## src/rtl/serial_adder_ctrl.sv

```systemverilog
// Bit-serial add/subtract controller: one full-adder cell iterated over a
// WIDTH-bit operand pair, LSB first, one bit per clock. The result, carry-out
// and signed overflow are presented together with a one-cycle done pulse.
module serial_adder_ctrl #(
  parameter int WIDTH = 64
) (
  input  logic             clk,
  input  logic             rst_n,
  input  logic             start,
  input  logic             sub,
  input  logic [WIDTH-1:0] a,
  input  logic [WIDTH-1:0] b,
  input  logic             cin,
  output logic             busy,
  output logic             done,
  output logic [WIDTH-1:0] sum,
  output logic             cout,
  output logic             overflow
);

  localparam int CW = $clog2(WIDTH);
  localparam logic [CW-1:0] LAST_BIT = CW'(WIDTH - 1);

  typedef enum logic [1:0] {
    IDLE = 2'd0,
    RUN  = 2'd1,
    DONE = 2'd2
  } state_t;

  // One-bit full adder cell: sum bit
  function automatic logic fa_sum(input logic x, input logic y, input logic c);
    return x ^ y ^ c;
  endfunction

  // One-bit full adder cell: carry out
  function automatic logic fa_carry(input logic x, input logic y, input logic c);
    return (x & y) | (x & c) | (y & c);
  endfunction

  state_t           state_r;
  state_t           state_nx_s;
  logic [WIDTH-1:0] a_sh_r;
  logic [WIDTH-1:0] b_sh_r;
  logic [WIDTH-2:0] r_sh_r;      // partial result; the newest bit joins at the top
  logic             c_r;
  logic [CW-1:0]    cnt_r;
  logic             busy_r;
  logic             done_r;
  logic [WIDTH-1:0] sum_r;
  logic             cout_r;
  logic             ovf_r;

  logic             accept_s;
  logic             last_s;
  logic             cell_sum_s;
  logic             cell_carry_s;
  logic [WIDTH-1:0] r_nx_s;

  // Cell evaluation and control decodes for the current cycle
  always_comb begin
    cell_sum_s   = fa_sum(a_sh_r[0], b_sh_r[0], c_r);
    cell_carry_s = fa_carry(a_sh_r[0], b_sh_r[0], c_r);
    r_nx_s       = {cell_sum_s, r_sh_r};
    // A request is honoured in IDLE and in DONE (back-to-back), never in RUN
    accept_s     = start && (state_r != RUN);
    last_s       = (state_r == RUN) && (cnt_r == LAST_BIT);
  end

  // Next-state logic of the IDLE/RUN/DONE sequencer
  always_comb begin
    state_nx_s = state_r;
    case (state_r)
      IDLE: begin
        if (start) begin
          state_nx_s = RUN;
        end else begin
          state_nx_s = IDLE;
        end
      end
      RUN: begin
        if (last_s) begin
          state_nx_s = DONE;
        end else begin
          state_nx_s = RUN;
        end
      end
      DONE: begin
        if (start) begin
          state_nx_s = RUN;
        end else begin
          state_nx_s = IDLE;
        end
      end
      default: begin
        state_nx_s = IDLE;
      end
    endcase
  end

  // State, datapath shift registers and registered result outputs
  always_ff @(posedge clk) begin
    if (!rst_n) begin
      state_r <= IDLE;
      a_sh_r  <= '0;
      b_sh_r  <= '0;
      r_sh_r  <= '0;
      c_r     <= 1'b0;
      cnt_r   <= '0;
      busy_r  <= 1'b0;
      done_r  <= 1'b0;
      sum_r   <= '0;
      cout_r  <= 1'b0;
      ovf_r   <= 1'b0;
    end else begin
      state_r <= state_nx_s;
      busy_r  <= (state_nx_s == RUN);
      done_r  <= (state_nx_s == DONE);
      if (accept_s) begin
        a_sh_r <= a;
        b_sh_r <= sub ? ~b : b;
        c_r    <= sub ? 1'b1 : cin;
        cnt_r  <= '0;
      end else if (state_r == RUN) begin
        a_sh_r <= a_sh_r >> 1'b1;
        b_sh_r <= b_sh_r >> 1'b1;
        r_sh_r <= r_nx_s[WIDTH-1:1];
        c_r    <= cell_carry_s;
        cnt_r  <= cnt_r + CW'(1);
      end
      // On the MSB cycle c_r is the carry into the MSB, the cell carry is cout
      if (last_s) begin
        sum_r  <= r_nx_s;
        cout_r <= cell_carry_s;
        ovf_r  <= c_r ^ cell_carry_s;
      end
    end
  end

  assign busy     = busy_r;
  assign done     = done_r;
  assign sum      = sum_r;
  assign cout     = cout_r;
  assign overflow = ovf_r;

endmodule

```

## config.mk

```make
export PLATFORM = sky130hd
export DESIGN_NAME = serial_adder_ctrl
export DESIGN_NICKNAME = d
export VERILOG_FILES = /design/src/rtl/serial_adder_ctrl.sv
export SDC_FILE = /design/constraint.sdc
export NUM_CORES = 1
export LEC_CHECK = 0
export ABC_AREA = 1
export CORE_MARGIN = 1.5
export CORE_UTILIZATION = 53
export DETAILED_ROUTE_END_ITERATION = 10
export PLACE_DENSITY = 0.77
export RECOVER_POWER = 25
export SYNTH_ARGS = -nofsm -noshare
export SYNTH_HDL_FRONTEND = slang
export SYNTH_SLANG_ARGS = --single-unit
```

## constraint.sdc

```tcl
create_clock -name clk -period 1.7 [get_ports clk]
set_clock_uncertainty 0.1 [all_clocks]
set_input_delay 0.34 -clock clk [delete_from_list [all_inputs] [get_ports clk]]
set_output_delay 0.34 -clock clk [all_outputs]
set_load 0.01 [all_outputs]
```

==> results of run 1 <==
[cell type report]
class	count	area share, %
clock buffers	36	5.33
flip-flops and latches	268	35.6
inverters	76	1.90
repair buffers	252	17.2
multi-input cells	1202	36.0
clock inverters	15	1.70
well taps	280	2.33
[per-layer routing]
| metal | vias up | share of wire, % | GRT usage (%) |
|---|---|---|---|
| met5 | - | 0 | 0 |
| met2 | 285 | 47 | 38.2 |
| met1 | 4941 | 46 | 31.1 |
| met4 | 0 | 2.1 | 6.36 |
| met3 | 39 | 5.6 | 3.08 |
| li1 | 5594 | - | - |
[synthesized netlist by cell type]
master,instances,area (µm²)
nand2_1,406,1520
buf_6,6,67.6
ha_1,1,12.5
inv_1,73,274
buf_4,14,105
nor3b_2,1,12.5
nand4_1,1,6.26
xor2_1,1,8.76
a211oi_1,1,7.51
nor2_4,1,11.3
dfxtp_1,268,5370
o21ai_1,1,5.00
nor2_2,2,12.5
buf_1,12,45.0
inv_2,3,11.3
clkbuf_1,36,135
o21ai_0,63,315
a21oi_1,11,55.1
nor2_1,323,1210
fa_1,1,20.0
or2_2,1,6.26
nand3_1,325,1630
xnor2_1,63,552
buf_2,58,290
[cell families after synthesis]
family	count (synthesis)	synth area share, %
xor gates and xnor gates	64	4.80
adders and majority gates	2	0.278
and+or+nand+nor	1060	37.8
buffers and inverters	202	7.95
DFF	268	45.9
AOI/OAI and AO/OA	76	3.28
[report_power, final]
| part | internal [mW] | switching [mW] |
|---|---|---|
| logic | 0.882 | 1.04 |
| clock network | 4.38 | 2.51 |
| registers | 6.64 | 0.203 |
| total | 11.9 | 3.75 |
[metrics by stage]
| stage | setup slack, ns | instances | util (%) | area [µm²] | TNS (ns) |
|---|---|---|---|---|---|
| floorplan | 0.231 | 1672 | - | 11700 | 0 |
| global placement | -0.147 | 2077 | 64.8 | 14100 | -8.71 |
| detailed placement | -0.179 | 2077 | 64.8 | 14100 | -11.18 |
| CTS | 0.0542 | 2129 | 69.3 | 15100 | 0 |
| global route | 0.00671 | 2129 | 69.2 | 15100 | 0 |
| finish | 0.0720 | 2129 | 69.2 | 15100 | 0 |
[timing repair]
item,in CTS,in global routing
hold endpoints to repair,1,0
cloned,0,0
pin swaps,0,0
setup endpoints to repair,68,25
hold buffers,1,0
gates resized for setup,68,1
[registers in the layout (all words and copies together), names as in the netlist]
name / cells
done: 1
a_sh_r: 64
cnt_r: 6
sum: 64
state_r: 2
busy: 1
c_r: 1
overflow: 1
b_sh_r: 64
cout: 1
r_sh_r: 63
[worst max path at each step]
stage,slack [ns],to,start
after global routing,0.007,b_sh_r[39]$_SDFFE_PN0P_,state_r[0]$_SDFF_PN0_
after CTS,0.05,sum[62],sum[62]$_SDFFE_PN0P_
after global placement,-0.15,a_sh_r[30]$_SDFFE_PN0P_,start
after detailed placement,-0.18,a_sh_r[36]$_SDFFE_PN0P_,start
after floorplan,0.23,sum[15]$_SDFFE_PN0P_,cnt_r[0]$_SDFFE_PP0P_
final,0.07,sum[62],sum[62]$_SDFFE_PN0P_
==> impl_metrics.ini, run 1 <==
[layout]
antenna_cells = 0
nNetsFinal = 1963
register_area_um2 = 5370
fillers = 1895
area_growth_pct = 28.9
multi_input_area_um2 = 5410
final_common_cell = nand2_1
layout-drive-gt1-share_pct = 6.06
final_cell_mix = nand2_1 (404), nand3_1 (325), nor2_1 (321)

[placed_design]
gp_congestion = 0.832
dp_hpwl_um = 17500
portBuffers = 200

[clock_network]
cts_buffers = 28
cts_buffer_depth = 3
h-tree-depth = 1
cts.reportedPaths.clkPinSlew_ns = 0.06
cts_sinks = 268
cts_tree = yes
cts_post_setup_buffers_inserted = 0
root_buffer = clkbuf_16
insertion_delay_ns = 0.54

[setup_path]
r2r_cells = 6
crit_family = flip-flops
critical_path_class = reg2out
cp_num_buf_inv = 1
slowest_delay_ns = 0.37
regToRegSetupSlack_ns = 0.15
cpMaxStageDelayCell = dfxtp_1
cp_data_arrival_time_ns = 1.19
cp_max_fo = 2
cp-start-kind = flip-flop
end_kind = output port
rr_startpoint = cnt_r[0]$_SDFFE_PP0P_
cp_num_cells = 1
required_ns = 1.26
r2r-end = sum[32]$_SDFFE_PN0P_
cp_cell_sequence = dlygate4sd2_1

[floorplan]
start_util_pct = 53.7
dieHeight_um = 151
num_io_pins = 201
die-area_um2 = 22900
die_w_um = 151
core_area_um2 = 21800
row_count = 54

[global_route]
grt_max_degree = 99
antenna_found_initial = 0
grt_first_pass_wirelength_um = 44000
grt_usage_pct = 22.9
grt_pass1_vias = 9551
grt-ovfl-total = 0

[timing]
hold_viol_final = 0
relSlewSlack_pct = 69.9
finalCritPeriodShare_pct = 95.8
fin_crit_ns = 1.63
grt_setup_unrepaired = false
setup_viol = 0
fmaxAchievable_mhz = 614
finalMaxSlewViolations = 0
hold_slack_ns = 0.169
tightest_slew_ns = 0.451

[min_path]
min_to = b_sh_r[63]$_SDFFE_PN0P_
whs_path_depth = 4
hold_start = sub
min_path_type = in2reg

[status]
status = completed

[detailed_routing]
postRouteAntennaNets = 0
wirelength_um = 26600
drtPass1Iterations = 5
post_drt_via_cell_ratio = 5.10
drt-wirelength-per-cell_um = 12.5
num_vias = 10859
drt-initial-drc-count = 605
drc = 0

[yosys]
yosysWarnings = 0
syn_area_um2 = 11700
synthCells = 1672
syn_nets = 1807
yosysSeqAreaShare_pct = 45.9
ys_types = 24
synth-seq-cells = 268
syn_area_per_cell_um2 = 6.99

[pwr]
p_leak_nw = 7.23
irDropWorstVdd_uv = 634
p_total_mw = 15.6
power_density_nw_per_um2 = 1040

[run]
drv_cap = 0
Note: power is estimated with default switching activity, not from simulation.
==> run 2: changes to the inputs <==
MAX_ROUTING_LAYER = met4   (was unset)
SETUP_SLACK_MARGIN = 0.02   (was unset)
==> impl_metrics.ini, run 2 (synthesized netlist as in run 1, its figures left out) <==
[pwr]
irDropWorstVdd_uv = 633
power_density_nw_per_um2 = 1040
p_leak_nw = 7.25

[timing]
hold_slack_ns = 0.169
fin_crit_ns = 1.63
fmaxAchievable_mhz = 614
tns_ns = 0
setup_viol = 0
relSlewSlack_pct = 69.8
hold_viol_final = 0
grt_setup_unrepaired = false
tightest_slew_ns = 0.453
finalCritPeriodShare_pct = 95.8
finalMaxSlewViolations = 0

[floorplan]
core_area_um2 = 21800
die_w_um = 151
num_io_pins = 201
row_count = 54
die-area_um2 = 22900
start_util_pct = 53.7
dieHeight_um = 151

[setup_path]
end_kind = output port
crit_family = flip-flops
cp-start-kind = flip-flop
cpMaxStageDelayCell = dfxtp_1
slowest_delay_ns = 0.37
cp_num_buf_inv = 1
cp_data_arrival_time_ns = 1.19
cp_max_fo = 2
required_ns = 1.26
cp_cell_sequence = dlygate4sd2_1
critical_path_class = reg2out

[detailed_routing]
postRouteAntennaNets = 0
num_vias = 10882
drtPass1Iterations = 5
drt-wirelength-per-cell_um = 12.5
wirelength_um = 26700
post_drt_via_cell_ratio = 5.11
drc = 0
drt-initial-drc-count = 609

[layout]
area_growth_pct = 29.0
layout-drive-gt1-share_pct = 6.06
multi_input_area_um2 = 5420
final_cell_mix = nand2_1 (404), nand3_1 (325), nor2_1 (321)
antenna_cells = 0
nNetsFinal = 1963
fillers = 1892
final_util_pct = 69.3
register_area_um2 = 5370
final_common_cell = nand2_1

[clock_network]
cts_buffers = 28
cts_tree = yes
cts_buffer_depth = 3
cts.reportedPaths.clkPinSlew_ns = 0.06
insertion_delay_ns = 0.54
cts_sinks = 268
root_buffer = clkbuf_16
h-tree-depth = 1

[run]
drv_cap = 0

[placed_design]
portBuffers = 200
dp_hpwl_um = 17500
gp_congestion = 0.844

[global_route]
grt_pass1_vias = 9545
grt_first_pass_wirelength_um = 44000
antenna_found_initial = 0
grt_usage_pct = 23.6
grt-ovfl-total = 0
grt_max_degree = 99

[min_path]
min_path_type = in2reg

[status]
status = completed
[run 2: per-stage QoR]
step                instance area, µm²  instances  total power [mW]  worst slack [ns]
finish                           15100       2129              15.7            0.0720
global route                     15100       2129              16.3            0.0222
CTS                              15100       2129              15.8            0.0542
detailed placement               14100       2077              8.91            -0.179
global placement                 14100       2077              8.86            -0.147
floorplan                        11700       1672              8.17             0.231
[run 2: path summary, 6_finish.rpt]
check                   startpoint  slack, ns                      end  depth (start not counted)
max           sum[62]$_SDFFE_PN0P_       0.07                  sum[62]                          1
min                            sub       0.17  b_sh_r[63]$_SDFFE_PN0P_                          4
max reg2reg  cnt_r[0]$_SDFFE_PP0P_       0.15     sum[32]$_SDFFE_PN0P_                          6
min reg2reg   sum[43]$_SDFFE_PN0P_       0.36     sum[43]$_SDFFE_PN0P_                          2
[run 2: layer usage]
| layer | track usage, % | share of wire [%] | vias to the layer above |
|---|---|---|---|
| li1 | - | - | 5594 |
| met1 | 31.4 | 46 | 4959 |
| met2 | 38.0 | 46 | 287 |
| met3 | 2.84 | 5.2 | 42 |
| met4 | 6.36 | 2.1 | 0 |
| met5 | - | 0 | - |
[run 2: area by class of cell]
type                            count  area share (%)
Clock buffer                       36            5.32
Clock inverter                     15            1.70
Inverter                           76            1.90
Multi-Input combinational cell   1202            35.9
Sequential cell                   268            35.6
Tap cell                          280            2.32
Timing Repair Buffer              252            17.2
[run 2: power breakdown]
group	switching (mW)	leakage [nW]	internal, mW	total (mW)
logic	1.04	4.53	0.886	1.93
clock network	2.51	0.522	4.38	6.89
registers	0.203	2.19	6.64	6.84
[run 2: timing repair]
action                                  CTS  global route
hold buffers                              1             0
cloned                                    0             0
endpoints found under the setup margin   68            46
endpoints found under the hold margin     1             0
setup buffers                             0             0
gates resized for setup                  68             3
==> run 3: changes to the inputs <==
CORE_UTILIZATION = 63   (was 53)
DONT_BUFFER_PORTS = 1   (was unset)
GPL_ROUTABILITY_DRIVEN = 0   (was unset)
PLACE_DENSITY = 0.76   (was 0.77)
==> impl_metrics.ini, run 3 (synthesized netlist as in run 1, its figures left out) <==
[status]
status = finished, violations left
violations = DRC, hold timing

[timing]
setup_slack_ns = 0.0971
relSlewSlack_pct = 61.2
finalMaxSlewViolations = 0
hold_viol_final = 148
hold_slack_ns = -0.117
finalCritPeriodShare_pct = 94.3
tightest_slew_ns = 0.581
setup_viol = 0
grt_setup_unrepaired = false
fin_crit_ns = 1.60
tns_ns = 0
fmaxAchievable_mhz = 624

[clock_network]
cts_sinks = 268
cts_tree = yes
h-tree-depth = 1
insertion_delay_ns = 0.53
cts.reportedPaths.clkPinSlew_ns = 0.06
cts_buffers = 27
cts_buffer_depth = 3
root_buffer = clkbuf_16
cts_post_setup_buffers_inserted = 0

[layout]
fillers = 1483
multi_input_area_um2 = 5420
nNetsFinal = 1790
register_area_um2 = 5370
area_growth_pct = 13.2
layout-drive-gt1-share_pct = 4.84
final_cell_mix = nand2_1 (403), nand3_1 (325), nor2_1 (321)
final_common_cell = nand2_1
final_util_pct = 73.1

[setup_path]
critical_path_class = reg2reg
r2r_cells = 5
cp_max_fo = 8
required_ns = 2.02
end_kind = flip-flop
cp-start-kind = flip-flop
cp_data_arrival_time_ns = 1.92
r2r-end = r_sh_r[59]$_SDFFE_PN0P_
rr_startpoint = state_r[1]$_SDFF_PN0_
crit_start = state_r[1]$_SDFF_PN0_
regToRegSetupSlack_ns = 0.1

[min_path]
whs_path_depth = 2
min_to = sum[28]$_SDFFE_PN0P_
min_path_type = in2reg
hold_start = rst_n

[detailed_routing]
postRouteAntennaNets = 0
drtPass1Iterations = 8
post_drt_via_cell_ratio = 5.40
drc = 11
num_vias = 10278
drt-wirelength-per-cell_um = 14.0
drt-initial-drc-count = 759
wirelength_um = 26700

[pwr]
power_density_nw_per_um2 = 1100
p_leak_nw = 6.15
irDropWorstVdd_uv = 898

[global_route]
grt_pass1_vias = 9471
grt-ovfl-total = 0
antenna_found_initial = 1
grt_usage_pct = 27.6
grt_first_pass_wirelength_um = 44300
grt_max_degree = 259

[run]
drv_cap = 0

[floorplan]
die_w_um = 139
dieHeight_um = 139
die-area_um2 = 19400
core_area_um2 = 18100
row_count = 49
num_io_pins = 201
start_util_pct = 64.6

[placed_design]
portBuffers = 0
dp_hpwl_um = 15200
place_ws_ns = 0.0978
-- run 3: per-stage QoR --
| step | hold slack [ns] | power, mW | instance area, µm² | std cells |
|---|---|---|---|---|
| after floorplan | 0.330 | 8.17 | 11700 | 1672 |
| after global placement | 0.341 | 8.32 | 11700 | 1798 |
| after detailed placement | 0.354 | 8.37 | 11700 | 1798 |
| after CTS | -0.170 | 14.6 | 13200 | 1900 |
| after global routing | -0.157 | 15.2 | 13200 | 1905 |
| final | -0.117 | 14.5 | 13200 | 1905 |
-- run 3: worst max path at each step --
stage,slack [ns],cells past startpoint,to
2_1_floorplan,0.23,8,sum[15]$_SDFFE_PN0P_
3_3_place_gp,0.14,7,sum[36]$_SDFFE_PN0P_
3_5_place_dp,0.1,7,a_sh_r[25]$_SDFFE_PN0P_
4_1_cts,0.06,7,a_sh_r[12]$_SDFFE_PN0P_
5_1_grt,0.02,8,cnt_r[2]$_SDFFE_PP0P_
6_report,0.1,5,r_sh_r[59]$_SDFFE_PN0P_
-- run 3: timing repair --
action	CTS	global route
hold buffers	53	3
hold endpoints to repair	238	195
gates resized for setup	0	4
endpoints found under the setup margin	0	70
-- run 3: layout make-up --
type	count	share of cell area [%]
flip-flops and latches	268	40.6
clock buffers	37	5.70
diodes	1	0.0189
clock inverters	12	1.23
well taps	229	2.17
inverters	76	2.17
repair buffers	80	7.11
multi-input cells	1202	41.0
-- run 3: routing by layer --
metal / part of all wire [%] / vias up / GRT usage (%)
met2: 47 / 293 / 42.9
met3: 6.6 / 65 / 5.84
met5: 0 / - / -
li1: - / 5238 / -
met4: 2.7 / 0 / 9.35
met1: 44 / 4682 / 35.8
-- run 3: report_power, final --
part	switching (mW)	total [mW]	internal (mW)
Combinational	0.880	1.55	0.672
Sequential	0.211	6.85	6.64
Clock	2.43	6.12	3.70
-- run 3: critical path, stage by stage, from the launching register on --
cell	delay [ns]
dfxtp_1	0.34
inv_1	0.14
nand2_4	0.13
o21ai_0	0.17
dlygate4sd3_1	0.58
nor2_1	0.04
